<file path="src/rtl/cache_arbiter.sv">
// Grants one I/D cache line at a time to the 4-beat burst port. Busy 6+ cycles per line (grant, 4 beats, resp).
// Backpressure: requests are held and wait in IDLE; bmem_resp stalls each beat; spurious resps are ignored.
module cache_arbiter (
    input  logic         clk,
    input  logic         rst,
    input  logic [31:0]  i_addr,
    input  logic         i_read,
    output logic [255:0] i_rdata,
    output logic         i_resp,
    input  logic [31:0]  d_addr,
    input  logic         d_read,
    input  logic         d_write,
    input  logic [255:0] d_wdata,
    output logic [255:0] d_rdata,
    output logic         d_resp,
    output logic [31:0]  bmem_address,
    output logic         bmem_read,
    output logic         bmem_write,
    input  logic [63:0]  bmem_rdata,
    output logic [63:0]  bmem_wdata,
    input  logic         bmem_resp
);

    typedef enum logic [2:0] {IDLE, I_READ, D_READ, D_WRITE, DONE} state_t;

    localparam logic SEL_I = 1'b0;
    localparam logic SEL_D = 1'b1;

    state_t       state, state_nxt;
    logic [1:0]   cnt, cnt_nxt;
    logic [255:0] line, line_nxt;
    logic [26:0]  line_addr, line_addr_nxt;
    logic         last_grant, last_grant_nxt;
    logic         granted, granted_nxt;

    logic         i_req, d_req, pick_d;
    logic         unused_addr_bits;

    assign i_req  = i_read;
    assign d_req  = d_read | d_write;
    // On a tie the requester that was not served last wins.
    assign pick_d = d_req & (~i_req | (last_grant == SEL_I));
    assign unused_addr_bits = ^{i_addr[4:0], d_addr[4:0]};

    always_ff @(posedge clk or posedge rst) begin
        if (rst) begin
            state      <= IDLE;
            cnt        <= 2'd0;
            line       <= '0;
            line_addr  <= '0;
            last_grant <= SEL_D;
            granted    <= SEL_I;
        end else begin
            state      <= state_nxt;
            cnt        <= cnt_nxt;
            line       <= line_nxt;
            line_addr  <= line_addr_nxt;
            last_grant <= last_grant_nxt;
            granted    <= granted_nxt;
        end
    end

    always_comb begin
        state_nxt      = state;
        cnt_nxt        = cnt;
        line_nxt       = line;
        line_addr_nxt  = line_addr;
        last_grant_nxt = last_grant;
        granted_nxt    = granted;
        case (state)
            IDLE: begin
                if (i_req | d_req) begin
                    granted_nxt    = pick_d;
                    last_grant_nxt = pick_d;
                    cnt_nxt        = 2'd0;
                    if (pick_d) begin
                        line_addr_nxt = d_addr[31:5];
                        if (d_write) begin
                            line_nxt  = d_wdata;
                            state_nxt = D_WRITE;
                        end else begin
                            state_nxt = D_READ;
                        end
                    end else begin
                        line_addr_nxt = i_addr[31:5];
                        state_nxt     = I_READ;
                    end
                end
            end
            I_READ, D_READ: begin
                if (bmem_resp) begin
                    line_nxt[{cnt, 6'b0} +: 64] = bmem_rdata;
                    cnt_nxt = cnt + 2'd1;
                    if (cnt == 2'd3) state_nxt = DONE;
                end
            end
            D_WRITE: begin
                if (bmem_resp) begin
                    cnt_nxt = cnt + 2'd1;
                    if (cnt == 2'd3) state_nxt = DONE;
                end
            end
            DONE:    state_nxt = IDLE;
            default: state_nxt = IDLE;
        endcase
    end

    assign bmem_address = {line_addr, 5'b0};
    assign bmem_read    = (state == I_READ) || (state == D_READ);
    assign bmem_write   = (state == D_WRITE);
    assign bmem_wdata   = (state == D_WRITE) ? line[{cnt, 6'b0} +: 64] : 64'd0;
    assign i_resp       = (state == DONE) && (granted == SEL_I);
    assign d_resp       = (state == DONE) && (granted == SEL_D);
    assign i_rdata      = line;
    assign d_rdata      = line;

endmodule
</file>
<file path="config.mk">
export PLATFORM = sky130hd
export DESIGN_NAME = cache_arbiter
export DESIGN_NICKNAME = d
export VERILOG_FILES = /design/src/rtl/cache_arbiter.sv
export SDC_FILE = /design/constraint.sdc
export NUM_CORES = 1
export LEC_CHECK = 0
export ABC_CLOCK_PERIOD_IN_PS = 10730
export BUFFER_PORTS_ARGS = -buffer_cell sky130_fd_sc_hd__buf_2
export CORE_AREA = 2 2 387 389
export CTS_CLUSTER_SIZE = 20
export DETAILED_ROUTE_END_ITERATION = 8
export DIE_AREA = 0 0 389 391
export PLACE_DENSITY = 0.3
export SLEW_MARGIN = 20
export SYNTH_ARGS = -nofsm -noshare
export SYNTH_HDL_FRONTEND = slang
export SYNTH_SLANG_ARGS = --single-unit
</file>
<file path="constraint.sdc">
create_clock -name clk -period 10.73 [get_ports clk]
set_input_delay 1.6095 -clock clk [delete_from_list [all_inputs] [get_ports clk]]
set_output_delay 1.6095 -clock clk [all_outputs]
set_load 0.02 [all_outputs]
</file>
==> results of run 1 <==
-- final cells by class --
class,instances,share of cell area (%)
clock buffer,68,5.309
tap,1944,9.476
antenna,5,0.04875
clock inverter,9,0.2974
timing repair buffer,1022,20.33
inverter,7,0.1316
multi-input combinational,1281,36.09
sequential,290,28.32
-- registers in the layout (all words and copies together) (netlist names) --
register	cells
last_grant	1
granted	1
state	3
cnt	2
line_addr	27
d_rdata	256
-- where the power goes --
| part | switching [mW] | total [mW] | leakage [nW] | internal, mW |
|---|---|---|---|---|
| registers | 0.712 | 2.27 | 3.67 | 1.56 |
| logic | 3.66 | 5.59 | 7.57 | 1.93 |
| clock network | 0.607 | 1.50 | 0.714 | 0.890 |
| total | 4.98 | 9.36 | 12.0 | 4.38 |
-- metal layers --
metal / global-route usage (%) / wire length (um) / vias to the layer above
met3: 3.582 / 7588 / 158
met2: 23.69 / 54280 / 733
met1: 17.69 / 47570 / 9058
met4: 4.172 / 3040 / 26
li1: - / - / 8006
met5: 0 / 156 / -
-- how the worst max path moves through the flow --
| stage | end | slack [ps] | depth (start not counted) |
|---|---|---|---|
| after global routing | bmem_wdata[33] | 5230 | 5 |
| after detailed placement | bmem_wdata[33] | 6060 | 5 |
| after global placement | bmem_wdata[31] | 6090 | 5 |
| after floorplan | cnt[0] | 1120 | 1 |
| after CTS | bmem_wdata[33] | 5390 | 5 |
| final | bmem_wdata[31] | 5460 | 5 |
-- critical path: stages (launching register included) --
cell,delay [ps]
dfrtp_4,670
inv_1,240
nand3_4,600
buf_4,630
nor2b_1,580
buf_2,280
-- cell families after synthesis --
kind of cell / Yosys count / share of synthesized area [%]
xor+xnor: 1 / 0.08492
flops: 290 / 37.88
fa+ha+maj: 5 / 0.3265
other cells: 1 / 0.01957
buf+inv: 439 / 14.37
simple gates: 373 / 8.607
mux: 348 / 24.04
compound gates: 549 / 14.67
-- through the flow --
stage / area (um^2) / std cells / total power [mW] / utilization [%] / hold slack, ps
final: 25670 / 4626 / 9.360 / 17.28 / 508.6
after global routing: 25660 / 4624 / 9.962 / 17.28 / 545.8
after CTS: 25650 / 4621 / 9.550 / 17.27 / 508.0
after detailed placement: 24220 / 4544 / 7.994 / 16.30 / 493.6
after global placement: 24220 / 4544 / 8.003 / 16.30 / 498.7
after floorplan: 19170 / 2010 / 6.053 / - / 465.5
-- synthesized netlist by cell type (all sizes together) --
cell type,count,area [um^2]
and4b,1,10.01
dfrtp,289,7232
nand2,258,968.4
mux2,257,2894
a21o,2,15.01
mux2i,27,270.3
buf,338,2374
a31o,1,8.760
inv,7,26.28
nor2,30,112.6
nor2b,65,406.6
nor3,2,10.01
mux4,64,1441
nor3b,4,50.05
xnor2,1,16.27
ha,5,62.56
nor4bb,3,30.03
a2bb2oi,1,8.760
o41ai,1,8.760
nor4,1,6.260
conb,1,3.750
a21oi,27,135.1
o21ai,516,2628
clkbuf,94,352.8
and2,1,6.260
or3,1,6.260
and3,2,12.51
dfstp,1,26.28
o31ai,1,7.510
or2,1,6.260
nand3,2,10.01
or4,1,7.510
nand2b,1,6.260
==> reports/metrics.yaml, run 1 <==
worstSetupStartpointType: "register"
clk_pin_slew_ps: 60
rr_worst_depth: 7
multi_input_area_um2: 9263
track_usage_pct: 14.10
cts_tree: "built"
rrSetupSlack_ps: 6910
htreeDepth: 2
worstSkewPairLatency_ps: 590
cts.sinks: 290
final_common_cell: "buf_2"
rows: 142
grt.overflow.total: 0
worst-path-max-fanout: 38
numPortBuffers: 986
nets: 3041
hold_depth: 1
leakage_nw: 11.96
root_buffer: "clkbuf_16"
via_count: 17980
rsz0062_at_grt: "false"
die_w_um: 389
grt_pass1_wl_mm: 152.4
max_slew_margin_pct: 31.02
layout-drive-gt1-share_pct: 51.33
setup.worst_path.start: "state[2]"
ir_worst_vdd_uv: 213.4
pre_cts_slack_ps: 6058
syn_area_per_cell_um2: 9.551
hold_violations: 0
netlist_instances: 2006
wirelength_mm: 112.6
drtIter0Drc: 820
cp_data_arrival_time_ps: 3660
nFillCells: 16840
gp_congestion: 0.7891
io_pins: 1002
ys_warn_count: 0
ys_seq_elements: 290
postCtsSetupRepairBufs: 0
worst_pin_slew_ps: 1035
ctsResizeCount: 0
coreArea_um2: 148500
dieArea_um2: 152100
antenna_found_initial: 32
vias_per_cell: 3.887
syn2layout_area_growth_pct: 33.96
first_global_vias: 17970
hp-start: "granted"
outcome: "complete, no violations"
cp-end-kind: "output port"
ys_types: 38
max_freq_mhz: 189.8
regArea_um2: 7269
hpwl_mm: 83.45
fp.dieH_um: 391
setup_tns_ps: 0
drv_cap: 0
min_path_type: "reg2reg"
maxSlewViolCount: 0
finalSetupViolations: 0
start_util_pct: 12.90
pwr_density_cell_nw_per_um2: 364.7
antenna_left: 0
fin_ws_ps: 5462
holdBufCountCts: 0
min_period_ps: 5268
crit_type: "reg2out"
wl_per_cell_um: 24.35
worstReg2RegEnd: "d_rdata[143]"
numCtsBuffers: 44
drcViolationCount: 0
grt_start_max_net_pins: 113
yosysSeqAreaShare_pct: 37.88
finalCritPeriodShare_pct: 49.10
final_cell_mix: "buf_2 (986), o21ai_0 (468), dfrtp_1 (286), nand2_1 (258), mux2_2 (196)"
drt_pre_antenna_iters: 5
synth_area_um2: 19160
clock_skew_ps: 23.10
min_to: "granted"
cp_data_required_time_ps: 9120
regToRegStartpoint: "state[0]"
clockBufferDepth: 3
No activity file was read; power rests on OpenSTA's default activity.
==> run 2, diff against run 1 <==
ABC_AREA = 1   (was default)
ABC_CLOCK_PERIOD_IN_PS = 5000   (was 10730)
clock period = 5 ns   (was 10.73 ns; I/O delays follow)
==> run 2 against run 1 <==
First-iteration DRC count is 83% higher. Critical endpoint is now bmem_wdata[62]. Register-to-register slack got worse by 5400 ps. Utilization grew 0.72 points. Synthesized area is 6.1% higher. Global-route usage rose by 3.8 points. Non-clock buffer count increased by 20. Worst hold slack worse by 440 ps. Sequential power up 98%.
==> reports/metrics.yaml, run 2 <==
outcome: "complete, no violations"
cp-end-kind: "output port"
nFillCells: 17340
met1_usage_pct: 23.59
hold_violations: 0
antenna_left: 0
yosysSeqAreaShare_pct: 35.71
max_stage_delay_ps: 640
synth_area_um2: 20330
instances_no_fill: 5680
via_count: 23270
synth_top_family_by_area: "simple AND/OR/NAND/NOR gates"
final_cell_mix: "buf_2 (986), nand2_1 (943), o21ai_0 (402), nand3_1 (394), nor2_1 (356)"
worstSetupStartpointType: "register"
layout-drive-gt1-share_pct: 30.67
crit_chain: "inv_6 > buf_4 > o21ai_1 > a21oi_1 > buf_2"
crit_type: "reg2out"
pwr_density_cell_nw_per_um2: 785.2
clockBufferDepth: 3
drcViolationCount: 0
ctsResizeCount: 0
top_usage_layer: "met2"
cpMaxStageDelayCell: "dfrtp_4"
numCtsBuffers: 44
final_common_cell: "buf_2"
coreArea_um2: 148500
place_inst: 5586
worstSkewPairLatency_ps: 610
drtIter0Drc: 1500
min_period_ps: 4028
rows: 142
finalCritPeriodShare_pct: 80.56
synth_area_leader_cell: "dfrtp_1"
drv_cap: 0
yosysMostFrequentCell: "nand2_1"
crit_buf_inv: 3
io_pins: 1002
max_freq_mhz: 248.3
regToRegStartpoint: "cnt[1]"
worst_path_dominant_cell_family: "buffers and inverters"
clock_skew_ps: 22.59
gp_congestion: 0.8310
grt_pass1_wl_mm: 192.2
syn_area_per_cell_um2: 6.566
synth_area_leaders: "dfrtp_1 (36%), nand2_1 (17%), buf_4 (11%), o21ai_0 (9.9%), nand3_1 (9.7%)"
max_slew_margin_pct: 29.22
vias_per_cell: 4.097
setup.worst_path.start: "cnt[0]"
regArea_um2: 7266
maxSlewViolCount: 0
postCtsSetupRepairBufs: 0
setup_tns_ps: 0
nets: 4084
finalSetupViolations: 0
grt_start_max_net_pins: 182
first_global_vias: 22570
use_met2_pct: 30.26
multi_input_area_um2: 9683
cp_data_required_time_ps: 4250
hpwl_mm: 102.5
cts_tree: "built"
track_usage_pct: 17.86
worst_pin_slew_ps: 1058
p_total_mw: 21.00
worst-path-max-fanout: 57
synth_flop_cell: "dfrtp_1"
start_util_pct: 13.69
holdBufCountCts: 0
root_buffer: "clkbuf_16"
cp_data_arrival_time_ps: 3280
grt.overflow.total: 0
netlist_instances: 3096
wirelength_mm: 141.3
synth_fa_ha_area_share_pct: 0.3078
synth_edf_count: 0
fp.dieH_um: 391
numPortBuffers: 986
met3_usage_pct: 3.175
rrSetupSlack_ps: 1560
rsz0062_at_grt: "false"
ir_worst_vdd_uv: 683.7
synthArstFlopShare_pct: 100.0
htreeDepth: 2
synth_compound_area_share_pct: 12.34
ys_types: 26
synth-xor-area-share_pct: 0
die_w_um: 389
synth_commonest_cells: "nand2_1 (946), o21ai_0 (403), nand3_1 (394)"
clk_pin_slew_ps: 60
final_util_pct: 18.00
ys_seq_elements: 290
wl_per_cell_um: 24.88
cts.sinks: 290
antenna_found_initial: 54
synthSimpleGateAreaFrac_pct: 34.59
dieArea_um2: 152100
leakage_nw: 14.10
syn2layout_area_growth_pct: 31.55
ys_warn_count: 0
drt_pre_antenna_iters: 5
synth_top_area_share_pct: 35.58
muxShareOfSynthArea_pct: 0
largest_reg_flops: 256
min_path_type: "in2async"
==> run 2: cell types whose count changed in the layout (fill, tap and decap cells not counted), moves of 9 or more <==
| cell | delta |
|---|---|
| nand2_1 | +685 |
| nand3_1 | +393 |
| nor2_1 | +326 |
| mux2_2 | -196 |
| inv_1 | +67 |
| o21ai_0 | -66 |
| nor2b_1 | -65 |
| mux4_2 | -64 |
| mux2_1 | -61 |
| a21oi_1 | +37 |
| mux2i_1 | -27 |
| buf_12 | +13 |
| o21ai_1 | -9 |
==> run 2: cells by family after synthesis <==
family / count (synthesis)
AO/OA/AOI/OAI: 501
AND/OR/NAND/NOR: 1715
buffers and inverters: 584
flip-flops: 290
other: 1
adder cells (fa/ha/maj): 5
==> run 2: worst paths after layout <==
| check | endpoint | cells past startpoint |
|---|---|---|
| min in group clk | line_addr[13] | 3 |
| max in group asynchronous | d_rdata[229] | 4 |
| setup reg to reg | d_rdata[254] | 9 |
| hold reg to reg | last_grant | 2 |
| hold / removal | d_rdata[62] | 2 |
| setup / recovery | bmem_wdata[62] | 5 |
==> run 2: power by group <==
group | internal [mW] | total (mW) | switching [mW]
clock network | 1.92 | 3.23 | 1.31
registers | 3.19 | 4.50 | 1.31
logic | 3.16 | 13.3 | 10.1
total | 8.27 | 21.0 | 12.7
==> run 2: cell type report <==
class | instances | share of cell area (%)
antenna | 13 | 0.1217
inverter | 85 | 1.259
multi-input combinational | 2226 | 36.21
clock buffer | 70 | 4.974
tap | 1944 | 9.096
timing repair buffer | 1042 | 20.76
clock inverter | 10 | 0.4118
sequential | 290 | 27.17
==> run 2: per-layer routing <==
metal | part of all wire (%) | vias up | wire [um]
li1 | - | 10910 | -
met1 | 45 | 11320 | 62980
met2 | 48 | 857 | 67270
met3 | 5.7 | 154 | 8099
met4 | 2.0 | 32 | 2759
met5 | 0.15 | - | 208
==> run 2: worst reg2reg max path: cells and delay by family (launching register included) <==
family,cells,cell delay (ps)
fa+ha+maj,1,380
buf+inv,2,450
simple gates,5,1610
flops,1,660
compound gates,1,290
==> run 2: stage by stage <==
| stage | instance area [um^2] | hold WS, ps | setup slack [ps] |
|---|---|---|---|
| 4_1_cts | 26680 | 23.55 | 782.5 |
| 5_1_grt | 26720 | 43.48 | 729.0 |
| 3_3_place_gp | 25240 | 457.5 | 1271 |
| 2_1_floorplan | 20350 | 444.1 | 403.6 |
| 6_report | 26740 | 68.49 | 972.0 |
| 3_5_place_dp | 25240 | 466.5 | 1439 |
